$ cat src/rtl/cdr_link_ctrl_if.sv
// Bit-stream and status signals of the CDR link controller, bundled for port hookup.
// slave is the controller's view; master is the view of whatever feeds and observes it.
interface cdr_link_ctrl_if;
   logic       i_RecoveryData;
   logic       i_DataEn;
   logic       i_err;
   logic       i_ErrClr;
   logic [7:0] o_Payload;
   logic       o_PayloadValid;
   logic       o_Locked;
   logic [1:0] o_State;
   logic [7:0] o_ErrCnt;

   modport slave (
      input  i_RecoveryData, i_DataEn, i_err, i_ErrClr,
      output o_Payload, o_PayloadValid, o_Locked, o_State, o_ErrCnt
   );

   modport master (
      output i_RecoveryData, i_DataEn, i_err, i_ErrClr,
      input  o_Payload, o_PayloadValid, o_Locked, o_State, o_ErrCnt
   );
endinterface

$ cat src/rtl/cdr_link_ctrl.sv
// Frame-sync hunter / lock tracker for a recovered bit stream (sync, payload, even parity).
// Error counting is present only when CDR_LINK_ERRCNT_EN is defined; otherwise o_ErrCnt is tied to 0.
module cdr_link_ctrl #(
   parameter logic [7:0]  SYNC_WORD  = 8'hB4,
   parameter int unsigned LOCK_CNT   = 3,
   parameter int unsigned UNLOCK_CNT = 2
) (
   input logic            i_clk,
   input logic            i_res,
   cdr_link_ctrl_if.slave bus
);
   typedef enum logic [1:0] {
      HUNT   = 2'd0,
      CHECK  = 2'd1,
      LOCKED = 2'd2
   } state_t;

   localparam logic [3:0] LOCK_N   = 4'(LOCK_CNT);
   localparam logic [3:0] UNLOCK_N = 4'(UNLOCK_CNT);

   state_t     state_q, state_d;
   logic [7:0] shreg_q, shreg_d;
   logic [4:0] bitcnt_q, bitcnt_d;
   logic [3:0] good_q, good_d;
   logic [3:0] miss_q, miss_d;
   logic [7:0] payload_q, payload_d;
   logic       pvalid_q, pvalid_d;
   logic       locked_q, locked_d;

   logic [7:0] shift_in;
   logic       parity_ok;
   logic       sync_ok;
   logic       at_par;
   logic       at_sync;
   logic [4:0] bitcnt_adv;

   // shift_in is the shift register including the bit on the wire this cycle
   assign shift_in   = {shreg_q[6:0], bus.i_RecoveryData};
   assign parity_ok  = ~^{shreg_q, bus.i_RecoveryData};
   assign sync_ok    = (shift_in == SYNC_WORD);
   assign at_par     = (bitcnt_q == 5'd8);
   assign at_sync    = (bitcnt_q == 5'd16);
   assign bitcnt_adv = at_sync ? 5'd0 : bitcnt_q + 5'd1;

   always_comb begin
      state_d   = state_q;
      shreg_d   = shreg_q;
      bitcnt_d  = bitcnt_q;
      good_d    = good_q;
      miss_d    = miss_q;
      payload_d = payload_q;
      pvalid_d  = 1'b0;

      case (state_q)
         HUNT: begin
            if (bus.i_DataEn) begin
               shreg_d = shift_in;
               if (sync_ok) begin
                  state_d  = CHECK;
                  bitcnt_d = 5'd0;
                  good_d   = 4'd0;
               end
            end
         end

         CHECK: begin
            // A CDR transition error while qualifying outranks any bit processing
            if (bus.i_err) begin
               state_d  = HUNT;
               shreg_d  = 8'h00;
               bitcnt_d = 5'd0;
            end else if (bus.i_DataEn) begin
               shreg_d  = shift_in;
               bitcnt_d = bitcnt_adv;
               if (at_sync) begin
                  if (sync_ok) begin
                     good_d = good_q + 4'd1;
                     if (good_q + 4'd1 == LOCK_N) begin
                        state_d = LOCKED;
                        miss_d  = 4'd0;
                     end
                  end else begin
                     state_d = HUNT;
                     shreg_d = 8'h00;
                  end
               end
            end
         end

         LOCKED: begin
            if (bus.i_DataEn) begin
               shreg_d  = shift_in;
               bitcnt_d = bitcnt_adv;
               if (at_par && parity_ok) begin
                  payload_d = shreg_q;
                  pvalid_d  = 1'b1;
               end
               if (at_sync) begin
                  if (sync_ok) begin
                     miss_d = 4'd0;
                  end else begin
                     miss_d = miss_q + 4'd1;
                     if (miss_q + 4'd1 == UNLOCK_N) begin
                        state_d  = HUNT;
                        bitcnt_d = 5'd0;
                     end
                  end
               end
            end
         end

         default: begin
            state_d  = HUNT;
            shreg_d  = 8'h00;
            bitcnt_d = 5'd0;
         end
      endcase

      locked_d = (state_d == LOCKED);
   end

   always_ff @(posedge i_clk or posedge i_res) begin
      if (i_res) begin
         state_q   <= HUNT;
         shreg_q   <= 8'h00;
         bitcnt_q  <= 5'd0;
         good_q    <= 4'd0;
         miss_q    <= 4'd0;
         payload_q <= 8'h00;
         pvalid_q  <= 1'b0;
         locked_q  <= 1'b0;
      end else begin
         state_q   <= state_d;
         shreg_q   <= shreg_d;
         bitcnt_q  <= bitcnt_d;
         good_q    <= good_d;
         miss_q    <= miss_d;
         payload_q <= payload_d;
         pvalid_q  <= pvalid_d;
         locked_q  <= locked_d;
      end
   end

   assign bus.o_Payload      = payload_q;
   assign bus.o_PayloadValid = pvalid_q;
   assign bus.o_Locked       = locked_q;
   assign bus.o_State        = state_q;

`ifdef CDR_LINK_ERRCNT_EN
   logic [7:0] errcnt_q, errcnt_d;
   logic       err_evt;

   // Any number of simultaneous LOCKED error sources count as one event
   always_comb begin
      err_evt = 1'b0;
      if (state_q == LOCKED) begin
         if (bus.i_err)                             err_evt = 1'b1;
         if (bus.i_DataEn && at_par  && !parity_ok) err_evt = 1'b1;
         if (bus.i_DataEn && at_sync && !sync_ok)   err_evt = 1'b1;
      end
      errcnt_d = errcnt_q;
      if (bus.i_ErrClr)
         errcnt_d = 8'h00;
      else if (err_evt && errcnt_q != 8'hFF)
         errcnt_d = errcnt_q + 8'd1;
   end

   always_ff @(posedge i_clk or posedge i_res) begin
      if (i_res) errcnt_q <= 8'h00;
      else       errcnt_q <= errcnt_d;
   end

   assign bus.o_ErrCnt = errcnt_q;
`else
   logic unused_errclr;
   assign unused_errclr = bus.i_ErrClr;
   assign bus.o_ErrCnt  = 8'h00;
`endif

endmodule

$ cat src/flat_wrapper.sv
// flat-port wrapper written by rule: the top's interface ports become plain ports
module cdr_link_ctrl_flat 
#(
   parameter logic [7:0]  SYNC_WORD  = 8'hB4,
   parameter int unsigned LOCK_CNT   = 3,
   parameter int unsigned UNLOCK_CNT = 2
)
  (i_clk, i_res, bus_i_RecoveryData, bus_i_DataEn, bus_i_err, bus_i_ErrClr, bus_o_Payload, bus_o_PayloadValid, bus_o_Locked, bus_o_State, bus_o_ErrCnt);
  cdr_link_ctrl_if bus_i ();
  input logic i_clk;
  input logic i_res;
  input wire logic [$bits(bus_i.i_RecoveryData)-1:0] bus_i_RecoveryData;
  input wire logic [$bits(bus_i.i_DataEn)-1:0] bus_i_DataEn;
  input wire logic [$bits(bus_i.i_err)-1:0] bus_i_err;
  input wire logic [$bits(bus_i.i_ErrClr)-1:0] bus_i_ErrClr;
  output wire logic [$bits(bus_i.o_Payload)-1:0] bus_o_Payload;
  output wire logic [$bits(bus_i.o_PayloadValid)-1:0] bus_o_PayloadValid;
  output wire logic [$bits(bus_i.o_Locked)-1:0] bus_o_Locked;
  output wire logic [$bits(bus_i.o_State)-1:0] bus_o_State;
  output wire logic [$bits(bus_i.o_ErrCnt)-1:0] bus_o_ErrCnt;
  assign bus_i.i_RecoveryData = bus_i_RecoveryData;
  assign bus_i.i_DataEn = bus_i_DataEn;
  assign bus_i.i_err = bus_i_err;
  assign bus_i.i_ErrClr = bus_i_ErrClr;
  assign bus_o_Payload = bus_i.o_Payload;
  assign bus_o_PayloadValid = bus_i.o_PayloadValid;
  assign bus_o_Locked = bus_i.o_Locked;
  assign bus_o_State = bus_i.o_State;
  assign bus_o_ErrCnt = bus_i.o_ErrCnt;
  cdr_link_ctrl #(.SYNC_WORD(SYNC_WORD), .LOCK_CNT(LOCK_CNT), .UNLOCK_CNT(UNLOCK_CNT)) u_core (.i_clk(i_clk), .i_res(i_res), .bus(bus_i));
endmodule
$ cat config.mk
export PLATFORM = sky130hd
export DESIGN_NAME = cdr_link_ctrl_flat
export DESIGN_NICKNAME = d
export VERILOG_FILES = /design/src/rtl/cdr_link_ctrl_if.sv /design/src/rtl/cdr_link_ctrl.sv /design/src/flat_wrapper.sv
export SDC_FILE = /design/constraint.sdc
export NUM_CORES = 1
export LEC_CHECK = 0
export CAP_MARGIN = 40
export CORE_ASPECT_RATIO = 1.75
export CORE_UTILIZATION = 30
export DETAILED_ROUTE_END_ITERATION = 8
export GPL_TIMING_DRIVEN = 1
export PLACE_DENSITY = 0.59
export SYNTH_ARGS = -nofsm -noshare
export SYNTH_HDL_FRONTEND = slang
export SYNTH_SLANG_ARGS = --single-unit
$ cat constraint.sdc
create_clock -name i_clk -period 2.6 [get_ports i_clk]
set_input_delay 0.65 -clock i_clk [delete_from_list [all_inputs] [get_ports i_clk]]
set_output_delay 0.65 -clock i_clk [all_outputs]
set_load 0.03 [all_outputs]
==> results.sh <==
export IMPL_status="finished clean"
export IMPL_finalCritPeriodShare_pct=92.0
export IMPL_power_density_nw_per_um2=525
export IMPL_dieWidth_um=62.6
export IMPL_cp_end_kind="register"
export IMPL_cpPeakStageDelay_ns=0.49
export IMPL_synthArstFlopShare_pct=100
export IMPL_nFillCells=632
export IMPL_syn2layout_area_growth_pct=22.6
export IMPL_drt_iter0_markers=51
export IMPL_seq_area_frac_synth_pct=42.8
export IMPL_dp_worst_setup_slack_ns=-0.148
export IMPL_cap_violations=0
export IMPL_port_buffers=16
export IMPL_place_inst=302
export IMPL_setup_viol=0
export IMPL_drv_slew=0
export IMPL_path_cells="clkdlybuf4s50_1 -> inv_1 -> ha_1 -> xnor2_1 -> xnor2_1 -> xnor2_1 -> nand2_1 -> mux2_2"
export IMPL_routed_via_count=1475
export IMPL_multiInputGateArea_sq_um=1000
export IMPL_drcViolationCount=0
export IMPL_clkTransAtPathRegs_ns=0.07
export IMPL_initial_core_util_pct=31.2
export IMPL_dpl_hpwl_um=2850
export IMPL_die_h_um=108
export IMPL_antenna_cells=0
export IMPL_combPwrFrac_pct=14.8
export IMPL_r2r_slack_ns=0.42
export IMPL_cp_start_kind="input pin"
export IMPL_p_total_mw=1.24
export IMPL_synth_cells=195
export IMPL_gp_congestion=0.800
export IMPL_antenna_found_initial=0
export IMPL_cts_tree="done"
export IMPL_grt_max_degree=34
export IMPL_cts_buffer_depth=2
export IMPL_timing_rr_start="u_core.good_q[0]"
export IMPL_ctsResizeCount=0
export IMPL_finalHoldViolCount=0
export IMPL_critPathRequiredTime_ns=2.78
export IMPL_ys_ff_latch=33
export IMPL_ir_worst_vdd_uv=305
export IMPL_track_usage_pct=12.1
export IMPL_r2r_end="u_core.miss_q[0]"
export IMPL_ios=26
export IMPL_worstHoldEndpoint="u_core.bus.o_Payload[0]"
export IMPL_cts_htree_levels=2
export IMPL_p_switching_mw=0.303
export IMPL_synth_edf_count=0
export IMPL_ys_flop_type="dfrtp_1"
export IMPL_postCtsHoldBufs=0
export IMPL_dr_pass1_iters=4
export IMPL_p_clk_share_pct=40.7
export IMPL_wire_per_inst_um=12.6
export IMPL_fmax_ghz=0.418
export IMPL_worstHoldStart="u_core.bus.o_Payload[0]"
export IMPL_post_cts_buffers=0
export IMPL_via_per_inst=4.76
export IMPL_leakage_nw=1.06
export IMPL_crit_path_frequent_cell="xnor2_1"
export IMPL_yosysTopAreaCellShare_pct=42.8
export IMPL_drtAntennaViolNets=0
export IMPL_slowest_stage="clkdlybuf4s50_1"
export IMPL_wl_um=3890
export IMPL_utilization_pct=38.3
export IMPL_num_rows=38
export IMPL_cts_buffers=5
export IMPL_nets=249
export IMPL_clkLatencyLatePin_ns=0.29
export IMPL_core_area_sq_um=6180
export IMPL_die_area_sq_um=6760
export IMPL_sequentialPowerShare_pct=44.5
export IMPL_layout_min_cycle_time_ns=2.39
export IMPL_p_sw_share_pct=24.4
export IMPL_rsz0062_at_grt="false"
export IMPL_skew_ns=0.00633
export IMPL_yosysWarningCount=0
export IMPL_rr_worst_depth=7
export IMPL_syn_area_sq_um=1930
export IMPL_holdPathStages=2
export IMPL_synth_area_per_cell_sq_um=9.89
export IMPL_grt_pass1_vias=1357
export IMPL_path_max_fanout=8
export IMPL_cts_sinks=33
export IMPL_yosys_top_cells_area="dfrtp_1 (43%), ha_1 (9.1%), nand2_1 (4.1%)"
export IMPL_gr_total_overflow=0
export IMPL_yosysUniqueCellTypes=47
export IMPL_hold_path_class="reg -> reg"
export IMPL_root_buffer="clkbuf_8"
export IMPL_worstPathArrival_ns=2.57
export IMPL_fin_area_sq_um=2360
export IMPL_worst_slack_ns=0.207
export IMPL_drive_above_1_share_pct=15.7
export IMPL_path_class="in -> reg"
export IMPL_dpl_cell_area_sq_um=2250
export IMPL_regArea_sq_um=826
export IMPL_fin_cells=310
export IMPL_synth_top_cell_by_area="dfrtp_1"
export IMPL_p_int_mw=0.938
export IMPL_grt_pass1_wl_um=6190
worst max-delay path: cells and delay by family:
family,cells,cell delay (ns)
adders and majority gates,1,0.29
and+or+nand+nor,1,0.24
muxes,1,0.37
buffers and inverters,2,0.54
xor gates and xnor gates,3,0.48
synthesized netlist by cell type (3+ instances only):
library cell and n:
dfrtp_1 33, nand2_1 21, inv_1 17, o21ai_0 15, ha_1 14, nand3_1 9, nor2_1 9, a22o_1 8
buf_4 8, a21oi_1 6, mux2_2 5, a31oi_1 3, nand2b_1 3, nor2b_1 3, xnor2_1 3
metrics by stage:
step,hold WS (ns),TNS [ns]
finish,0.483,0
global route,0.499,0
CTS,0.488,0
detailed placement,0.470,-0.998
global placement,0.461,-0.630
floorplan,0.473,0
cells in the final DEF (no fill, tap or decap), types with 2 or more instances in the layout:
master,synthesis,layout
a21oi_1,6,6
a22o_1,8,8
a31oi_1,3,3
buf_4,8,13
clkbuf_8,0,6
clkdlybuf4s50_1,0,16
conb_1,1,8
dfrtp_1,33,33
ha_1,14,14
inv_1,17,17
mux2_2,5,5
mux2_4,2,2
nand2_1,21,21
nand2b_1,3,3
nand3_1,9,9
nand3b_1,2,2
nor2_1,9,9
nor2b_1,3,3
nor3_1,2,2
o21ai_0,15,15
o21ai_1,2,2
o31ai_1,2,2
or2_2,2,2
xnor2_1,3,3
area by class of cell:
type,count,share of cell area [%]
Inverter,17,2.70
Clock buffer,7,3.65
Sequential cell,33,34.9
Tap cell,80,4.23
Multi-Input combinational cell,143,42.3
Clock inverter,1,1.27
Timing Repair Buffer,29,10.9
power by group through the flow:
| stage | combinational, mW | clock [mW] | sequential [mW] |
|---|---|---|---|
| floorplan | 0.131 | 0 | 0.562 |
| global placement | 0.182 | 0 | 0.561 |
| detailed placement | 0.186 | 0 | 0.562 |
| CTS | 0.187 | 0.527 | 0.552 |
| global route | 0.200 | 0.545 | 0.554 |
| finish | 0.184 | 0.505 | 0.552 |
sequential cells by signal, summed over array words and instances, names as in the netlist:
signal / count
u_core.bus.o_Payload: 8
u_core.bus.o_State: 2
u_core.bus.o_Locked: 1
u_core.bus.o_PayloadValid: 1
u_core.miss_q: 4
u_core.shreg_q: 8
u_core.bitcnt_q: 5
u_core.good_q: 4
layer usage:
metal / wire length [um] / vias up / track usage (%)
met5: 0 / - / 0
met4: 91 / 0 / 7.97
met3: 111 / 5 / 3.38
met2: 2030 / 24 / 21.4
met1: 1660 / 700 / 12.4
li1: - / 746 / -
how the worst max path moves through the flow:
stage,from,cells after the start,endpoint
floorplan,bus_i_RecoveryData,7,u_core.miss_q[0]
global placement,bus_i_RecoveryData,8,u_core.bus.o_Payload[4]
detailed placement,bus_i_RecoveryData,10,u_core.bus.o_Payload[5]
CTS,bus_i_RecoveryData,10,u_core.bus.o_Payload[5]
global route,bus_i_RecoveryData,10,u_core.bus.o_Payload[5]
finish,bus_i_RecoveryData,8,u_core.bus.o_Payload[3]
logic make-up (layout without fill, tap and decap cells):
logic type,after synthesis,count (layout),share of synthesized area [%]
XOR/XNOR,4,4,1.82
buffers and inverters,26,54,6.62
AND/OR/NAND/NOR,61,61,16.5
multiplexers,7,7,4.48
AO/OA/AOI/OAI,49,49,18.4
flip-flops,33,33,42.8
adder cells (fa/ha/maj),14,14,9.09
other,1,8,0.194
Power figures use the tool's default switching activity.
